[config.mk]
export PLATFORM = sky130hd
export DESIGN_NAME = mem_byte_sequencer
export DESIGN_NICKNAME = d
export VERILOG_FILES = /design/src/rtl/mem_byte_sequencer.sv
export SDC_FILE = /design/constraint.sdc
export NUM_CORES = 1
export LEC_CHECK = 0
export ABC_AREA = 1
export ABC_CLOCK_PERIOD_IN_PS = 4300
export CORE_MARGIN = 3
export CORE_UTILIZATION = 57
export DETAILED_ROUTE_END_ITERATION = 16
export PLACE_DENSITY = 0.92
export SYNTH_ARGS = -nofsm -noshare
export SYNTH_HDL_FRONTEND = slang
export SYNTH_SLANG_ARGS = --single-unit
[constraint.sdc]
create_clock -name clk -period 4.3 [get_ports clk]
set_input_delay 0.43 -clock clk [delete_from_list [all_inputs] [get_ports clk]]
set_output_delay 0.43 -clock clk [all_outputs]
set_load 0.05 [all_outputs]
[src/rtl/mem_byte_sequencer.sv]
// Byte-serial load/store sequencer: walks a byte, halfword or word access through a
// byte-wide memory MSB first (big-endian), extending load results to 32 bits.
module mem_byte_sequencer #(
  parameter int ADDR_W = 6
) (
  input  logic              clk,
  input  logic              rst_n,
  input  logic              req_valid,
  output logic              req_ready,
  input  logic              req_write,
  input  logic [1:0]        req_size,
  input  logic              req_signed,
  input  logic [ADDR_W-1:0] req_addr,
  input  logic [31:0]       req_wdata,
  output logic              rsp_valid,
  output logic [31:0]       rsp_rdata,
  output logic              rsp_err,
  output logic [ADDR_W-1:0] mem_addr,
  output logic              mem_re,
  output logic              mem_we,
  output logic [7:0]        mem_wdata,
  input  logic [7:0]        mem_rdata
);

  typedef enum logic [1:0] {IDLE, ACCESS, RESP} state_t;

  state_t              state_q, state_d;
  logic                req_ready_q, req_ready_d;
  logic                rsp_valid_q, rsp_valid_d;
  logic [31:0]         rsp_rdata_q, rsp_rdata_d;
  logic                rsp_err_q, rsp_err_d;
  logic [ADDR_W-1:0]   mem_addr_q, mem_addr_d;
  logic                mem_re_q, mem_re_d;
  logic                mem_we_q, mem_we_d;
  logic [7:0]          mem_wdata_q, mem_wdata_d;
  logic                write_q, write_d;
  logic                signed_q, signed_d;
  logic [1:0]          size_q, size_d;
  logic [1:0]          k_q, k_d;
  logic [1:0]          last_q, last_d;
  logic [31:0]         shreg_q, shreg_d;
  logic [31:0]         acc_q, acc_d;

  logic                req_bad;
  logic [31:0]         wdata_aligned;
  logic [1:0]          req_last;
  logic [31:0]         acc_next;

  function automatic logic [31:0] extend(input logic [31:0] a, input logic [1:0] size,
                                         input logic sgn);
    case (size)
      2'd0:    extend = {{24{sgn & a[7]}}, a[7:0]};
      2'd1:    extend = {{16{sgn & a[15]}}, a[15:0]};
      default: extend = a;
    endcase
  endfunction

  assign req_bad = (req_size == 2'd3) ||
                   ((req_size == 2'd1) && req_addr[0]) ||
                   ((req_size == 2'd2) && (req_addr[1:0] != 2'd0));

  // Store data is left-justified so the next byte to send is always shreg[31:24].
  always_comb begin
    wdata_aligned = req_wdata;
    req_last      = 2'd3;
    case (req_size)
      2'd0: begin
        wdata_aligned = {req_wdata[7:0], 24'h0};
        req_last      = 2'd0;
      end
      2'd1: begin
        wdata_aligned = {req_wdata[15:0], 16'h0};
        req_last      = 2'd1;
      end
      default: ;
    endcase
  end

  assign acc_next = {acc_q[23:0], mem_rdata};

  always_comb begin
    state_d     = state_q;
    req_ready_d = req_ready_q;
    rsp_valid_d = rsp_valid_q;
    rsp_rdata_d = rsp_rdata_q;
    rsp_err_d   = rsp_err_q;
    mem_addr_d  = mem_addr_q;
    mem_re_d    = mem_re_q;
    mem_we_d    = mem_we_q;
    mem_wdata_d = mem_wdata_q;
    write_d     = write_q;
    signed_d    = signed_q;
    size_d      = size_q;
    k_d         = k_q;
    last_d      = last_q;
    shreg_d     = shreg_q;
    acc_d       = acc_q;

    case (state_q)
      IDLE: begin
        req_ready_d = 1'b1;
        if (req_valid && req_ready_q) begin
          req_ready_d = 1'b0;
          write_d     = req_write;
          signed_d    = req_signed;
          size_d      = req_size;
          k_d         = 2'd0;
          last_d      = req_last;
          acc_d       = 32'h0;
          if (req_bad) begin
            state_d     = RESP;
            rsp_err_d   = 1'b1;
            rsp_rdata_d = 32'h0;
          end else begin
            state_d     = ACCESS;
            mem_addr_d  = req_addr;
            mem_re_d    = ~req_write;
            mem_we_d    = req_write;
            mem_wdata_d = wdata_aligned[31:24];
            shreg_d     = {wdata_aligned[23:0], 8'h0};
          end
        end
      end
      ACCESS: begin
        if (!write_q) acc_d = acc_next;
        if (k_q == last_q) begin
          state_d     = RESP;
          mem_re_d    = 1'b0;
          mem_we_d    = 1'b0;
          rsp_valid_d = 1'b1;
          rsp_err_d   = 1'b0;
          rsp_rdata_d = write_q ? 32'h0 : extend(acc_next, size_q, signed_q);
        end else begin
          k_d         = k_q + 2'd1;
          mem_addr_d  = mem_addr_q + 1'b1;
          mem_wdata_d = shreg_q[31:24];
          shreg_d     = {shreg_q[23:0], 8'h0};
        end
      end
      RESP: begin
        // Error requests arrive here with rsp_valid still low and spend one extra cycle.
        if (!rsp_valid_q) begin
          rsp_valid_d = 1'b1;
        end else begin
          state_d     = IDLE;
          rsp_valid_d = 1'b0;
          rsp_err_d   = 1'b0;
          rsp_rdata_d = 32'h0;
          req_ready_d = 1'b1;
        end
      end
      default: state_d = IDLE;
    endcase
  end

  always_ff @(posedge clk or negedge rst_n) begin
    if (!rst_n) begin
      state_q     <= IDLE;
      req_ready_q <= 1'b0;
      rsp_valid_q <= 1'b0;
      rsp_rdata_q <= 32'h0;
      rsp_err_q   <= 1'b0;
      mem_addr_q  <= '0;
      mem_re_q    <= 1'b0;
      mem_we_q    <= 1'b0;
      mem_wdata_q <= 8'h0;
      write_q     <= 1'b0;
      signed_q    <= 1'b0;
      size_q      <= 2'd0;
      k_q         <= 2'd0;
      last_q      <= 2'd0;
      shreg_q     <= 32'h0;
      acc_q       <= 32'h0;
    end else begin
      state_q     <= state_d;
      req_ready_q <= req_ready_d;
      rsp_valid_q <= rsp_valid_d;
      rsp_rdata_q <= rsp_rdata_d;
      rsp_err_q   <= rsp_err_d;
      mem_addr_q  <= mem_addr_d;
      mem_re_q    <= mem_re_d;
      mem_we_q    <= mem_we_d;
      mem_wdata_q <= mem_wdata_d;
      write_q     <= write_d;
      signed_q    <= signed_d;
      size_q      <= size_d;
      k_q         <= k_d;
      last_q      <= last_d;
      shreg_q     <= shreg_d;
      acc_q       <= acc_d;
    end
  end

  assign req_ready = req_ready_q;
  assign rsp_valid = rsp_valid_q;
  assign rsp_rdata = rsp_rdata_q;
  assign rsp_err   = rsp_err_q;
  assign mem_addr  = mem_addr_q;
  assign mem_re    = mem_re_q;
  assign mem_we    = mem_we_q;
  assign mem_wdata = mem_wdata_q;

endmodule

==> results of run 1 <==
## stage by stage
step / cell area (um^2) / std cells
2_1_floorplan: 5610 / 752
3_3_place_gp: 6640 / 952
3_5_place_dp: 6640 / 952
4_1_cts: 6800 / 967
5_1_grt: 6800 / 967
6_report: 6800 / 967
## state kept, by name (all words and copies together), names as in the netlist, 6 cells and up
| register | count |
|---|---|
| rsp_rdata | 32 |
| acc_q | 24 |
| shreg_q | 24 |
| mem_wdata | 8 |
| mem_addr | 6 |
## report_power, final
part           internal (W)  switching [W]  leakage (nW)
clock              0.000208       0.000340        0.0792
combinational      0.000871        0.00203          1.93
sequential          0.00142       0.000288          1.45
total               0.00250        0.00266          3.45
## worst register-to-register path: stages (launching register included)
cell     delay, ps
dfrtp_1        390
inv_1           80
ha_2           300
buf_4          320
nand2_1        200
nand3_1         80
buf_4          260
nor2_2         940
nand2_1        160
nand2_1        120
## worst max path at each step
stage                            from            end  cells past startpoint
after floorplan             req_ready        rsp_err                      7
after global placement    req_size[1]   rsp_rdata[7]                     11
after detailed placement  req_size[1]  rsp_rdata[30]                     11
after CTS                  state_q[1]  rsp_rdata[30]                      9
after global routing       state_q[1]   rsp_rdata[1]                      9
final                      state_q[1]  rsp_rdata[30]                      9
## logic make-up after synthesis
group           after synthesis  synth area share, %
xor+xnor                      2                0.312
buf+inv                     103                 8.17
fa+ha+maj                     4                0.892
compound gates              110                 12.5
simple gates                424                 29.5
flops                       109                 48.6
## final cells by class
type	instances	area share, %
clock buffer	11	1.93
clock inverter	4	0.386
inverter	63	3.51
multi-input combinational	540	35.7
sequential	109	40.1
tap	129	2.37
timing repair buffer	111	16.0
## Yosys cell counts (all sizes together), types with 4 or more instances
cell type	number	area (um^2)
o31ai	8	60.1
ha	4	50.1
o21ai	33	165
buf	26	166
nor2	76	290
o21bai	35	274
a22o	5	43.8
a21oi	19	95.1
inv	63	239
dfrtp	109	2730
a31oi	8	50.1
nand2	313	1180
clkbuf	14	52.6
nand3	34	170
## per-layer routing
| metal | part of all wire, % | wire [um] | GRT usage (%) |
|---|---|---|---|
| met5 | 0 | 0 | 0 |
| met4 | 3.0 | 414 | 10.9 |
| met3 | 6.3 | 874 | 4.01 |
| met2 | 51 | 7060 | 45.5 |
| met1 | 39 | 5450 | 31.9 |
## placed cells by master (no fill, tap or decap), types with 19 or more instances in the layout
cell type,n
nand2_1,311
dfrtp_1,109
clkdlybuf4s50_1,102
nor2_1,73
inv_1,60
nand3_1,34
o21bai_1,34
o21ai_0,32
a21oi_1,19
==> results.toml, run 1 <==
[logic_synthesis]
yosysWarningCount = 0
syn_inst = 752
ys.flop_type = "dfrtp_1"
syn_area_um2 = 5610
synth_nets = 809
async_reset_ff_share_pct = 100
avgSynthCellArea_um2 = 7.46
synth_seq_cells = 109
yosysUniqueCellTypes = 29
yosysSeqAreaShare_pct = 48.6
synth-edff-count = 0

[sta]
final_max_slew_viol_count = 0
relSlewSlack_pct = 23.0
fin_crit_sh_pct = 67.5
setup_ws_ps = 1400
fin_skew_ps = 14.7
fin_tns_setup_ps = 0
fin_crit_ps = 2900
tightestPinTransition_ps = 1150
finalHoldViolCount = 0
setup_viol = 0
whs_ps = 212
rsz0062_at_grt = "no"
clock.fmax_mhz = 345

[die]
die-area_um2 = 11100
rows = 35
die_w_um = 105
ios = 104
coreArea_um2 = 9420
initial_core_util_pct = 59.6
die_h_um = 105

[worst_setup_path]
worstReg2RegStart = "state_q[1]"
cp_top_family = "simple AND/OR/NAND/NOR gates"
path_buf_inv = 3
cp_slowest_cell = "nor2_2"
critical-path-max-stage-delay_ps = 910
start_kind = "flip-flop"
rrSetupSlack_ps = 1400
end_kind = "flip-flop"
reg2reg_depth = 9
critical_path_arrival_ps = 3210
rr_endpoint = "rsp_rdata[30]"
critPathKind = "reg2reg"
cp_max_fo = 43
path_cells = "inv_1 > ha_2 > buf_4 > nand2_1 > nand3_1 > buf_4 > nor2_2 > nand2_1 > nand2_1"
critPathRequiredTime_ps = 4610
path_common_cell = "nand2_1"

[placed_design]
dp_slack_ps = 1230
finalWeightedCongestion = 0.867
portBuffers = 103
dpl.hpwl_um = 9310

[routing]
drtAntennaViolNets = 0
drt_wl_total_um = 13800
wl_per_cell_um = 14.3
drc = 0
routed_via_density = 5.40
drt_iter0_drc = 264
dr.pass1.iters = 6
num_vias = 5219

[pwr]
p_per_area_nw_per_um2 = 758
p_leak_nw = 3.45
power_w = 0.00515
vdd_drop_max_mv = 0.460

[finish]
final_net_count = 891
final_core_util_pct = 72.2
n_fill_cell = 746
area_delta_synth_final_pct = 21.3
drive_gt1_share_pct = 3.82
register_area_um2 = 2730
diodes = 0
multi_input_area_um2 = 2430

[clocking]
cts_root_buf = "clkbuf_8"
numCtsBuffers = 9
cts_tree = "built"
cts_setup_buffers = 0
cts.sinks = 109
cts-hold-fix-buffers = 0
cts_buffer_depth = 2
clkSlewWorstSetupHoldPaths_ps = 100
htreeDepth = 3
postCtsResizedCells = 0
clock_latency_ps = 370

[global_route]
track_usage_pct = 26.0
antenna_found_initial = 0
grt_max_degree = 79
grt_overflow = 0
grt_pass1_vias = 5168
grt_pass1_wl_um = 23800

[worst_hold_path]
hold_path.class = "in2async"

[outcome]
status = "completed"

[run]
cap_violations = 0
Power figures use the tool's default switching activity.
==> run 2, diff against run 1 <==
- ABC_CLOCK_PERIOD_IN_PS: 4300 -> 2600
- CORE_UTILIZATION: 57 -> 48
- PLACE_DENSITY: 0.92 -> 0.83
- clock period: 4.3 -> 2.6 ns (I/O delays scaled with it)
==> results.toml, run 2 (synthesis gave the netlist of run 1 again) <==
[sta]
rsz0062_at_grt = "no"
setup_ws_ps = 475
fin_tns_setup_ps = 0
final_max_slew_viol_count = 0
relSlewSlack_pct = 61.6
finalHoldViolCount = 0
clock.fmax_mhz = 471
fin_skew_ps = 6.30
fin_crit_ps = 2130
tightestPinTransition_ps = 575
fin_crit_sh_pct = 81.7
setup_viol = 0

[finish]
drive_gt1_share_pct = 4.61
register_area_um2 = 2730
final_net_count = 898
largest_reg_flops = 32
stdcell_area_um2 = 7020
diodes = 0
area_delta_synth_final_pct = 25.2
multi_input_area_um2 = 2430
mostFrequentLayoutCells = "nand2_1, dfrtp_1, clkdlybuf4s50_1"
layout_commonest_cell = "nand2_1"
final_core_util_pct = 63.1
n_fill_cell = 1003

[routing]
routed_via_density = 5.11
drc = 0
drt_iter0_drc = 274
num_vias = 5035
drt_wl_total_um = 13100
wl_per_cell_um = 13.3
drtAntennaViolNets = 0
dr.pass1.iters = 5

[placed_design]
dpl.hpwl_um = 8810
finalWeightedCongestion = 0.878
portBuffers = 103
dp_slack_ps = 491
place_area_um2 = 6720

[clocking]
numCtsBuffers = 9
cts_buffer_depth = 2
cts.sinks = 109
htreeDepth = 3
cts_tree = "built"
clkSlewWorstSetupHoldPaths_ps = 70
cts_root_buf = "clkbuf_16"
postCtsResizedCells = 0
clock_latency_ps = 350

[worst_setup_path]
cp_max_fo = 33
critPathRequiredTime_ps = 2860
start_kind = "flip-flop"
critical_path_arrival_ps = 2380
critPathKind = "reg2reg"
end_kind = "flip-flop"

[global_route]
grt_pass1_vias = 4760
grt_busiest_layer = "met2"
grt_pass1_wl_um = 22600
met2_usage_pct = 34.0
track_usage_pct = 21.2
grt_overflow = 0
antenna_found_initial = 0
globalRouteMet3Util_pct = 3.91
met1_usage_pct = 29.2
grt_max_degree = 77

[die]
coreArea_um2 = 11100
die-area_um2 = 13000
initial_core_util_pct = 50.4
rows = 38
ios = 104
die_h_um = 114
die_w_um = 114

[pwr]
p_switching_w = 0.00437
p_sw_share_pct = 48.7
pwr-share-seq_pct = 31.1
combPwrFrac_pct = 53.5
internal-power_w = 0.00462
p_per_area_nw_per_um2 = 1280
p_leak_nw = 3.56
vdd_drop_max_mv = 0.869
clock_power_share_pct = 15.3

[worst_hold_path]
hold_path.class = "in2async"

[outcome]
status = "completed"

[run]
cap_violations = 0
==> run 2: changes by cell type in the layout (fill, tap and decap cells not counted), sizes merged <==
cell / delta
clkinv: -1
buf: +6
dlygate4sd3: +1
clkbuf: +1
bufinv: +1
==> run 2: worst max-delay path, cell delays in order (launching register included) <==
cell and delay [ps]:
dfrtp_1 400, inv_1 90, ha_2 320, inv_4 110
or2_1 350, nand2_2 120, nand2_4 180, inv_2 250
nand3_1 110, o21ai_0 110
==> run 2: repair_timing <==
item / CTS / global route
setup buffers: 0 / 0
hold endpoints to repair: 33 / 0
hold buffers: 1 / 0
==> run 2: routing by layer <==
| layer | vias to the layer above | wire, um |
|---|---|---|
| li1 | 2527 | - |
| met4 | 0 | 340 |
| met3 | 28 | 782 |
| met5 | - | 0 |
| met2 | 176 | 6290 |
| met1 | 2304 | 5690 |
==> run 2: power groups by stage <==
stage | logic [W] | clock network, W | registers (W)
after floorplan | 0.00246 | 0 | 0.00385
after global placement | 0.00478 | 0 | 0.00280
after detailed placement | 0.00484 | 0 | 0.00280
after CTS | 0.00486 | 0.00140 | 0.00279
after global routing | 0.00534 | 0.00147 | 0.00288
final | 0.00481 | 0.00138 | 0.00280
==> run 2: area by class of cell <==
type	instances	area share, %
sequential	109	38.9
multi-input combinational	540	34.6
timing repair buffer	118	16.5
clock buffer	12	3.51
inverter	63	3.40
tap	140	2.50
clock inverter	4	0.677
==> run 2: worst paths after layout <==
check	startpoint	cells after the start	slack [ps]	end
setup reg to reg	state_q[1]	9	470	acc_q[15]
max in group asynchronous	rst_n	3	1450	shreg_q[29]
min in group clk	req_signed	3	450	signed_q
setup / recovery	state_q[1]	9	470	acc_q[15]
hold reg to reg	mem_we	2	480	mem_we
hold / removal	rst_n	2	400	rsp_rdata[29]
==> run 2: per-stage QoR <==
| stage | instances | power [W] | hold WS, ps |
|---|---|---|---|
| CTS | 986 | 0.00906 | 411 |
| global placement | 969 | 0.00758 | 233 |
| detailed placement | 969 | 0.00765 | 239 |
| global route | 986 | 0.00969 | 443 |
| floorplan | 752 | 0.00631 | -35.6 |
| finish | 986 | 0.00899 | 403 |
==> run 3, diff against run 2 <==
- ABC_CLOCK_PERIOD_IN_PS: 2600 -> 2000
- CORE_UTILIZATION: 48 -> 53
- PLACE_DENSITY: 0.83 -> 0.87
- clock period: 2.6 -> 2 ns (I/O delays scaled with it)
==> results.toml, run 3 (synthesis gave the netlist of run 1 again) <==
[global_route]
track_usage_pct = 24.3
grt_pass1_vias = 5017
antenna_found_initial = 0
grt_max_degree = 81
grt_overflow = 0
grt_pass1_wl_um = 23100

[clocking]
numCtsBuffers = 9
cts_root_buf = "clkbuf_8"
clkSlewWorstSetupHoldPaths_ps = 100
cts_tree = "built"
cts_buffer_depth = 2
cts_setup_buffers = 0
htreeDepth = 3
clock_latency_ps = 360
cts.sinks = 109

[sta]
clock.fmax_mhz = 531
setup_viol = 0
relSlewSlack_pct = 64.7
whs_ps = 376
fin_skew_ps = 9.86
final_max_slew_viol_count = 0
fin_crit_sh_pct = 94.1
fin_crit_ps = 1880
tightestPinTransition_ps = 528
finalHoldViolCount = 0

[worst_setup_path]
path_cells = "inv_1 > ha_2 > buf_4 > buf_4 > a21oi_1 > a31oi_1 > nand2_1 > nand2_1"
critPathRequiredTime_ps = 2310
critical_path_arrival_ps = 2190
rr_endpoint = "mem_wdata[6]"
cp_top_family = "buffers and inverters"
start_kind = "flip-flop"
end_kind = "flip-flop"
critPathKind = "reg2reg"
cp_slowest_cell = "buf_4"
critical-path-max-stage-delay_ps = 450
worstReg2RegStart = "state_q[1]"
cp_max_fo = 45
reg2reg_depth = 8
rrSetupSlack_ps = 120
path_buf_inv = 3

[die]
ios = 104
die_h_um = 109
rows = 36
coreArea_um2 = 10000
initial_core_util_pct = 55.8
die_w_um = 109
die-area_um2 = 11900

[worst_hold_path]
min_to = "signed_q"
hold_path.class = "in2reg"
hold_depth = 3
worstHoldStart = "req_signed"

[finish]
mostFrequentLayoutCells = "nand2_1, dfrtp_1, clkdlybuf4s50_1"
drive_gt1_share_pct = 5.18
largest_reg_flops = 32
diodes = 0
area_delta_synth_final_pct = 24.8
layout_commonest_cell = "nand2_1"
final_core_util_pct = 69.7
final_net_count = 903

[routing]
drt_iter0_drc = 293
routed_via_density = 5.36
num_vias = 5267
wl_per_cell_um = 14.0
drtAntennaViolNets = 0
dr.pass1.iters = 5
drt_wl_total_um = 13800
drc = 0

[run]
cap_violations = 0

[pwr]
p_leak_nw = 3.55
power_w = 0.0116
vdd_drop_max_mv = 1.03
p_per_area_nw_per_um2 = 1660

[placed_design]
dpl.hpwl_um = 9320
portBuffers = 103
finalWeightedCongestion = 0.883

[outcome]
status = "completed"
## run 3: cell types whose count changed in the layout (fill, tap and decap cells not counted), sizes merged
cell,delta
buf,+5
clkbuf,-1
clkinv,-1
bufinv,+1
## run 3: worst max-delay path by stage
stage	from	to	slack (ps)	depth (start not counted)
CTS	state_q[0]	state_q[1]	100	6
finish	state_q[1]	mem_wdata[6]	120	8
detailed placement	state_q[0]	state_q[1]	120	6
global route	state_q[1]	mem_wdata[2]	-10	8
global placement	state_q[0]	state_q[1]	180	6
floorplan	req_ready	rsp_err	300	7
## run 3: report_power, final
| group | internal, W | leakage, nW | switching, W |
|---|---|---|---|
| registers | 0.00305 | 1.45 | 0.000615 |
| logic | 0.00207 | 2.00 | 0.00442 |
| clock network | 0.000733 | 0.105 | 0.000729 |
## run 3: repair_timing
action                                  CTS  global route
endpoints found under the hold margin   109             0
hold buffers                              1             0
gates resized for setup                   0             2
endpoints found under the setup margin    0            29
## run 3: stage by stage
stage | instance area, um^2 | setup slack [ps] | cells | setup TNS (ps)
3_3_place_gp | 6770 | 175 | 967 | 0
2_1_floorplan | 5610 | 301 | 752 | 0
4_1_cts | 6990 | 99.7 | 983 | 0
3_5_place_dp | 6770 | 123 | 967 | 0
5_1_grt | 7000 | -12.4 | 983 | -32.4
6_report | 7000 | 118 | 983 | 0
## run 3: final cells by class
class,instances,area [um^2]
fillers,795,3040
flip-flops and latches,109,2730
multi-input cells,540,2430
repair buffers,123,1230
inverters,63,239
well taps,133,166
clock buffers,11,141
clock inverters,4,72.6
## run 3: worst reg2reg max path, cell delays in order, from the launching register on
cell,delay [ps]
dfrtp_1,420
inv_1,100
ha_2,210
buf_4,220
buf_4,450
a21oi_1,110
a31oi_1,170
nand2_1,80
nand2_1,70
## run 3: per-layer routing
layer | track usage [%] | routed length [um] | vias to the layer above
li1 | - | - | 2526
met5 | 0 | 0 | -
met4 | 9.83 | 401 | 0
met2 | 41.8 | 6790 | 230
met1 | 30.4 | 5640 | 2474
met3 | 3.91 | 937 | 37
==> variant 1, RTL diff (config.mk and constraints of run 2) <==
Take the reset off `rsp_rdata_q`, `mem_addr_q`, `mem_wdata_q` and `shreg_q` and load them in a clocked block of their own.
--- a/src/rtl/mem_byte_sequencer.sv
+++ b/src/rtl/mem_byte_sequencer.sv
@@ -160,8 +160,5 @@
       rsp_valid_q <= 1'b0;
-      rsp_rdata_q <= 32'h0;
       rsp_err_q   <= 1'b0;
-      mem_addr_q  <= '0;
       mem_re_q    <= 1'b0;
       mem_we_q    <= 1'b0;
-      mem_wdata_q <= 8'h0;
       write_q     <= 1'b0;
@@ -171,3 +168,2 @@
       last_q      <= 2'd0;
-      shreg_q     <= 32'h0;
       acc_q       <= 32'h0;
@@ -177,8 +173,5 @@
       rsp_valid_q <= rsp_valid_d;
-      rsp_rdata_q <= rsp_rdata_d;
       rsp_err_q   <= rsp_err_d;
-      mem_addr_q  <= mem_addr_d;
       mem_re_q    <= mem_re_d;
       mem_we_q    <= mem_we_d;
-      mem_wdata_q <= mem_wdata_d;
       write_q     <= write_d;
@@ -188,5 +181,11 @@
       last_q      <= last_d;
-      shreg_q     <= shreg_d;
       acc_q       <= acc_d;
     end
+  end
+
+  always_ff @(posedge clk) begin
+    rsp_rdata_q <= rsp_rdata_d;
+    mem_addr_q  <= mem_addr_d;
+    mem_wdata_q <= mem_wdata_d;
+    shreg_q     <= shreg_d;
   end
Behaviour: differs if rst_n is asserted again (counterexample within 4 cycles, from zero or initial values and one cycle with rst_n low); with rst_n held inactive, the same outputs for 4 cycles.
==> variant 1 against run 2 <==
- the flow now finishes with violations (hold timing)
- cell count shrank 25%
- total power shrank 18%
- sequential cell count is the same
- global-route usage shrank 1.7 points
- worst setup slack gained 33 ps
- routed wire length shrank 17%
- sequential share of layout area grew 10 points
- cell area shrank 10%
- synthesized area shrank 11%
- largest cell class unchanged
- largest power group unchanged
==> variant 1: results (changes against run 2) <==
[status]
status = finished with violations
violations = hold timing

[logic_synthesis]
synth_common_cells = 110 x nand2_1, 87 x inv_1, 70 x edfxtp_1
yosysTopAreaCell = edfxtp_1
synth-seq-area-share_pct = 61.75  ; +13 points
ys_types = 31  ; +6.9%
synth_area_leaders = edfxtp_1 42%, dfrtp_1 20%, nand2_1 8.3%
async_flop_share_pct = 35.78  ; -64 points
syn_nets = 561  ; -31%
synth-edff-count = 70  ; +70

[layout]
final_area_um2 = 6297  ; -10%
drive_above_1_share_pct = 6.425  ; +1.8 points

[timing]
min_period_ps = 2092  ; -33.02 ps
hold_ws_ps = -3.948  ; -406.7 ps
slew_headroom_pct = 41.17  ; -20 points
hold_viol = 8  ; +8

[critical_path]
reg2reg_depth = 7  ; -2
rrSetupSlack_ps = 510  ; +30 ps
crit_start = state_q[0]
cp_max_fo = 38  ; +15%
endpoint = shreg_q[25]

[placement]
place_congestion = 0.8776  ; about the same
dp_hpwl_mm = 7.744  ; -12%
place_ws_ps = 536.3  ; +44.95 ps

[detailed_routing]
finalWirelength_mm = 10.89  ; -17%
drt_iter0_markers = 317  ; +16%
num_vias = 3832  ; -24%

[power_and_ir_drop]
vdd_drop_max_uv = 690.7  ; -20%
swShare_pct = 45.23  ; -3.4 points
pwr-share-clk_pct = 12.6  ; -2.7 points
p_leak_nw = 2.704  ; -24%

[clock_network]
clkTransAtPathRegs_ps = 100  ; +30 ps
clock_latency_ps = 380  ; +30 ps
cts-root-buf = clkbuf_8

[global_routing]
grt_use_total_pct = 19.55  ; -1.7 points

variant 1: cell types whose count changed after synthesis, moves of 4 or more:
cell,change
nand2_1,-201
o21bai_1,-34
dfrtp_1,-70
o21ai_1,+16
o22ai_1,+16
edfxtp_1,+70
o31ai_1,-8
inv_1,+27
o211ai_1,+7
clkbuf_1,-9
buf_4,-4
nor2_1,-53
a31oi_1,-8
variant 1: cell type report:
type | instances | area, um2
Clock inverter | 6 | 47.55
Multi-Input combinational cell | 283 | 1454
Inverter | 90 | 340.3
Fill cell | 746 | 3657
Sequential cell | 109 | 3078
Clock buffer | 10 | 127.6
Tap cell | 133 | 166.4
Timing Repair Buffer | 109 | 1084
variant 1: kinds of logic after synthesis:
| family | share of synthesized area [%] |
|---|---|
| and+or+nand+nor | 14.86 |
| AOI/OAI and AO/OA | 12.63 |
| xor gates and xnor gates | 0.3515 |
| DFF | 61.75 |
| buffers and inverters | 9.413 |
| adders and majority gates | 1.004 |
variant 1: metrics by stage:
stage,utilization [%],cells,power [W]
finish,63.26,740,0.007415
global route,63.26,740,0.007832
CTS,63.26,740,0.007446
detailed placement,61.50,724,0.006515
global placement,61.50,724,0.006422
floorplan,-,504,0.005393
variant 1: worst min-delay path by stage:
stage / start / endpoint / slack, ps / cells after the start
after floorplan: rst_n / acc_q[0] / -40 / 0
after CTS: rst_n / acc_q[17] / 8 / 1
final: rst_n / acc_q[23] / -4 / 1
after detailed placement: rst_n / acc_q[22] / 420 / 1
after global placement: rst_n / acc_q[22] / 400 / 1
after global routing: rst_n / acc_q[23] / 30 / 1
variant 1: metal layers:
layer	global-route usage (%)	share of wire [%]	up-vias
met2	33.48	51	171
met1	24.24	40	1774
met5	0	0	-
met4	6.673	2.3	0
met3	4.859	6.2	20
li1	-	-	1867
==> variant 2, RTL diff (settings of run 2) <==
Without the edit above. Set the parameter `ADDR_W` to 7 (it was 6).
--- a/src/rtl/mem_byte_sequencer.sv
+++ b/src/rtl/mem_byte_sequencer.sv
@@ -3,3 +3,3 @@
 module mem_byte_sequencer #(
-  parameter int ADDR_W = 6
+  parameter int ADDR_W = 7
 ) (
Interface: changed (resized mem_addr and req_addr); port bits go from 104 to 106. No check against the original RTL was run, so the function may have changed too.
==> variant 2 against run 2 <==
- sequential cell count grew 1
- critical path depth shrank 1
- cell area grew 1.1%
- largest cell class unchanged
- utilization shrank 1.2 points
- routed wire length grew 6.1%
- worst setup slack gained 25 ps
- total power shrank 10%
- worst hold slack lost 40 ps
- die area grew 1.2%
- clock power grew 3%
- synthesized area grew 1.3%
==> variant 2: results (changes against run 2) <==
[status]
status = completed

[layout]
num-nonclk-buffers = 120  ; +1.7%
final_nets = 882  ; -1.8%
drive_above_1_share_pct = 6.634  ; +2.0 points
nClkBuffers = 9  ; -3
fill_cells = 1009  ; +0.60%
final-clk-cell-share_pct = 4.322  ; +0.13 points
areaGrowthSynthToFinish_pct = 24.90
seq_cell_count = 110  ; +0.92%
num-multi-input-gates = 519  ; -3.9%
multi_input_area_share_pct = 34.20  ; -0.38 points
bufAreaShareNonClock_pct = 16.76  ; +0.29 points
n_all_inverters = 64  ; +1.6%

[logic_synthesis]
ys_types = 37  ; +28%
syn_nets = 789  ; -2.5%
synth_common_cells = 278 x nand2_1, 110 x dfrtp_1, 61 x inv_1
synth_area_leaders = dfrtp_1 48%, nand2_1 18%, o21bai_1 4.5%
synth-seq-area-share_pct = 48.47  ; -0.17 points

[global_routing]
grt_pass1_vias = 4928  ; +3.5%
grt_util_met1_pct = 29.11  ; -0.044 points
use_met3_pct = 3.895  ; -0.016 points
grt_use_total_pct = 21.95  ; +0.71 points
grt_pass1_wl_mm = 23.56  ; +4.2%
grt_use_met2_pct = 37.95  ; +4.0 points
grt_max_degree = 58  ; -25%

[power_and_ir_drop]
power_frac_comb_pct = 49.9  ; -3.6 points
vdd_drop_max_uv = 761.5  ; -12%
power_report.internal_total_w = 0.004149  ; -10%
p_clk_w = 0.00142  ; +3%
p_leak_nw = 3.498  ; -1.6%

[placement]
portBuffers = 105  ; +1.9%
dp_hpwl_mm = 9.553  ; +8.4%
place_congestion = 0.8312  ; -5.3%
placed_area_um2 = 6777  ; +0.91%

[floorplan]
dieArea_um2 = 13170  ; +1.2%

[critical_path]
reg2reg_depth = 8  ; -1
cp.arrival_ps = 2320  ; -60 ps
cp_max_fo = 33  ; unchanged

[detailed_routing]
finalWirelength_mm = 13.90  ; +6.1%
first_pass_iters = 4  ; -1
drt_iter0_markers = 305  ; +11%
num_vias = 5075  ; +0.79%

[clock_network]
ctsHtreeMaxLevel = 3  ; unchanged
clkTransAtPathRegs_ps = 90  ; +20 ps

[timing]
fin_skew_ps = 14.51  ; +8.205 ps
worst_pin_slew_ps = 539.4  ; -35.42 ps

variant 2: cell count changes after synthesis, moves of 4 or more:
cell | before | now
a21boi_0 | 1 | 5
o21ai_0 | 32 | 47
nor2_1 | 74 | 55
nand2_1 | 311 | 278
buf_4 | 8 | 3
nor2_2 | 2 | 10
clkbuf_1 | 14 | 7
a22o_1 | 5 | 0
variant 2: worst paths after layout:
path	startpoint	endpoint	slack (ps)
worst max-delay path	state_q[0]	acc_q[9]	500
worst min-delay path	rst_n	rsp_rdata[20]	360
worst max register to register	state_q[0]	acc_q[9]	500
worst min register to register	mem_wdata[2]	mem_wdata[2]	490
max in group asynchronous	rst_n	mem_addr[1]	1530
min in group clk	mem_wdata[2]	mem_wdata[2]	490
variant 2: kinds of logic after synthesis:
kind of cell | Yosys count | synth area share, %
adders and majority gates | 4 | 0.8813
and+or+nand+nor | 384 | 27.36
xor gates and xnor gates | 2 | 0.3085
AOI/OAI and AO/OA | 129 | 14.17
DFF | 110 | 48.47
buffers and inverters | 102 | 8.813
variant 2: worst max-delay path, delay by kind of cell (launching register included):
kind	cells	cell delay, ps
AND/OR/NAND/NOR	4	840
buffers and inverters	2	400
AO/OA/AOI/OAI	1	100
flip-flops	1	400
adder cells (fa/ha/maj)	1	230
variant 2: per-layer routing:
layer  up-vias  part of all wire, %
met3        11                  6.5
met2       173                   50
met1      2401                   42
li1       2490                    -
met4         0                 0.83
met5         -                    0
variant 2: stage by stage:
stage               instances  hold WS (ps)  power [W]  worst slack [ps]
finish                    972         362.9   0.008066             500.0
global placement          955         204.7   0.006558             602.0
global route              972         390.1   0.008634             278.4
CTS                       972         376.5   0.008098             495.1
detailed placement        955         211.1   0.006656             527.0
floorplan                 731        -35.59   0.005657             899.6
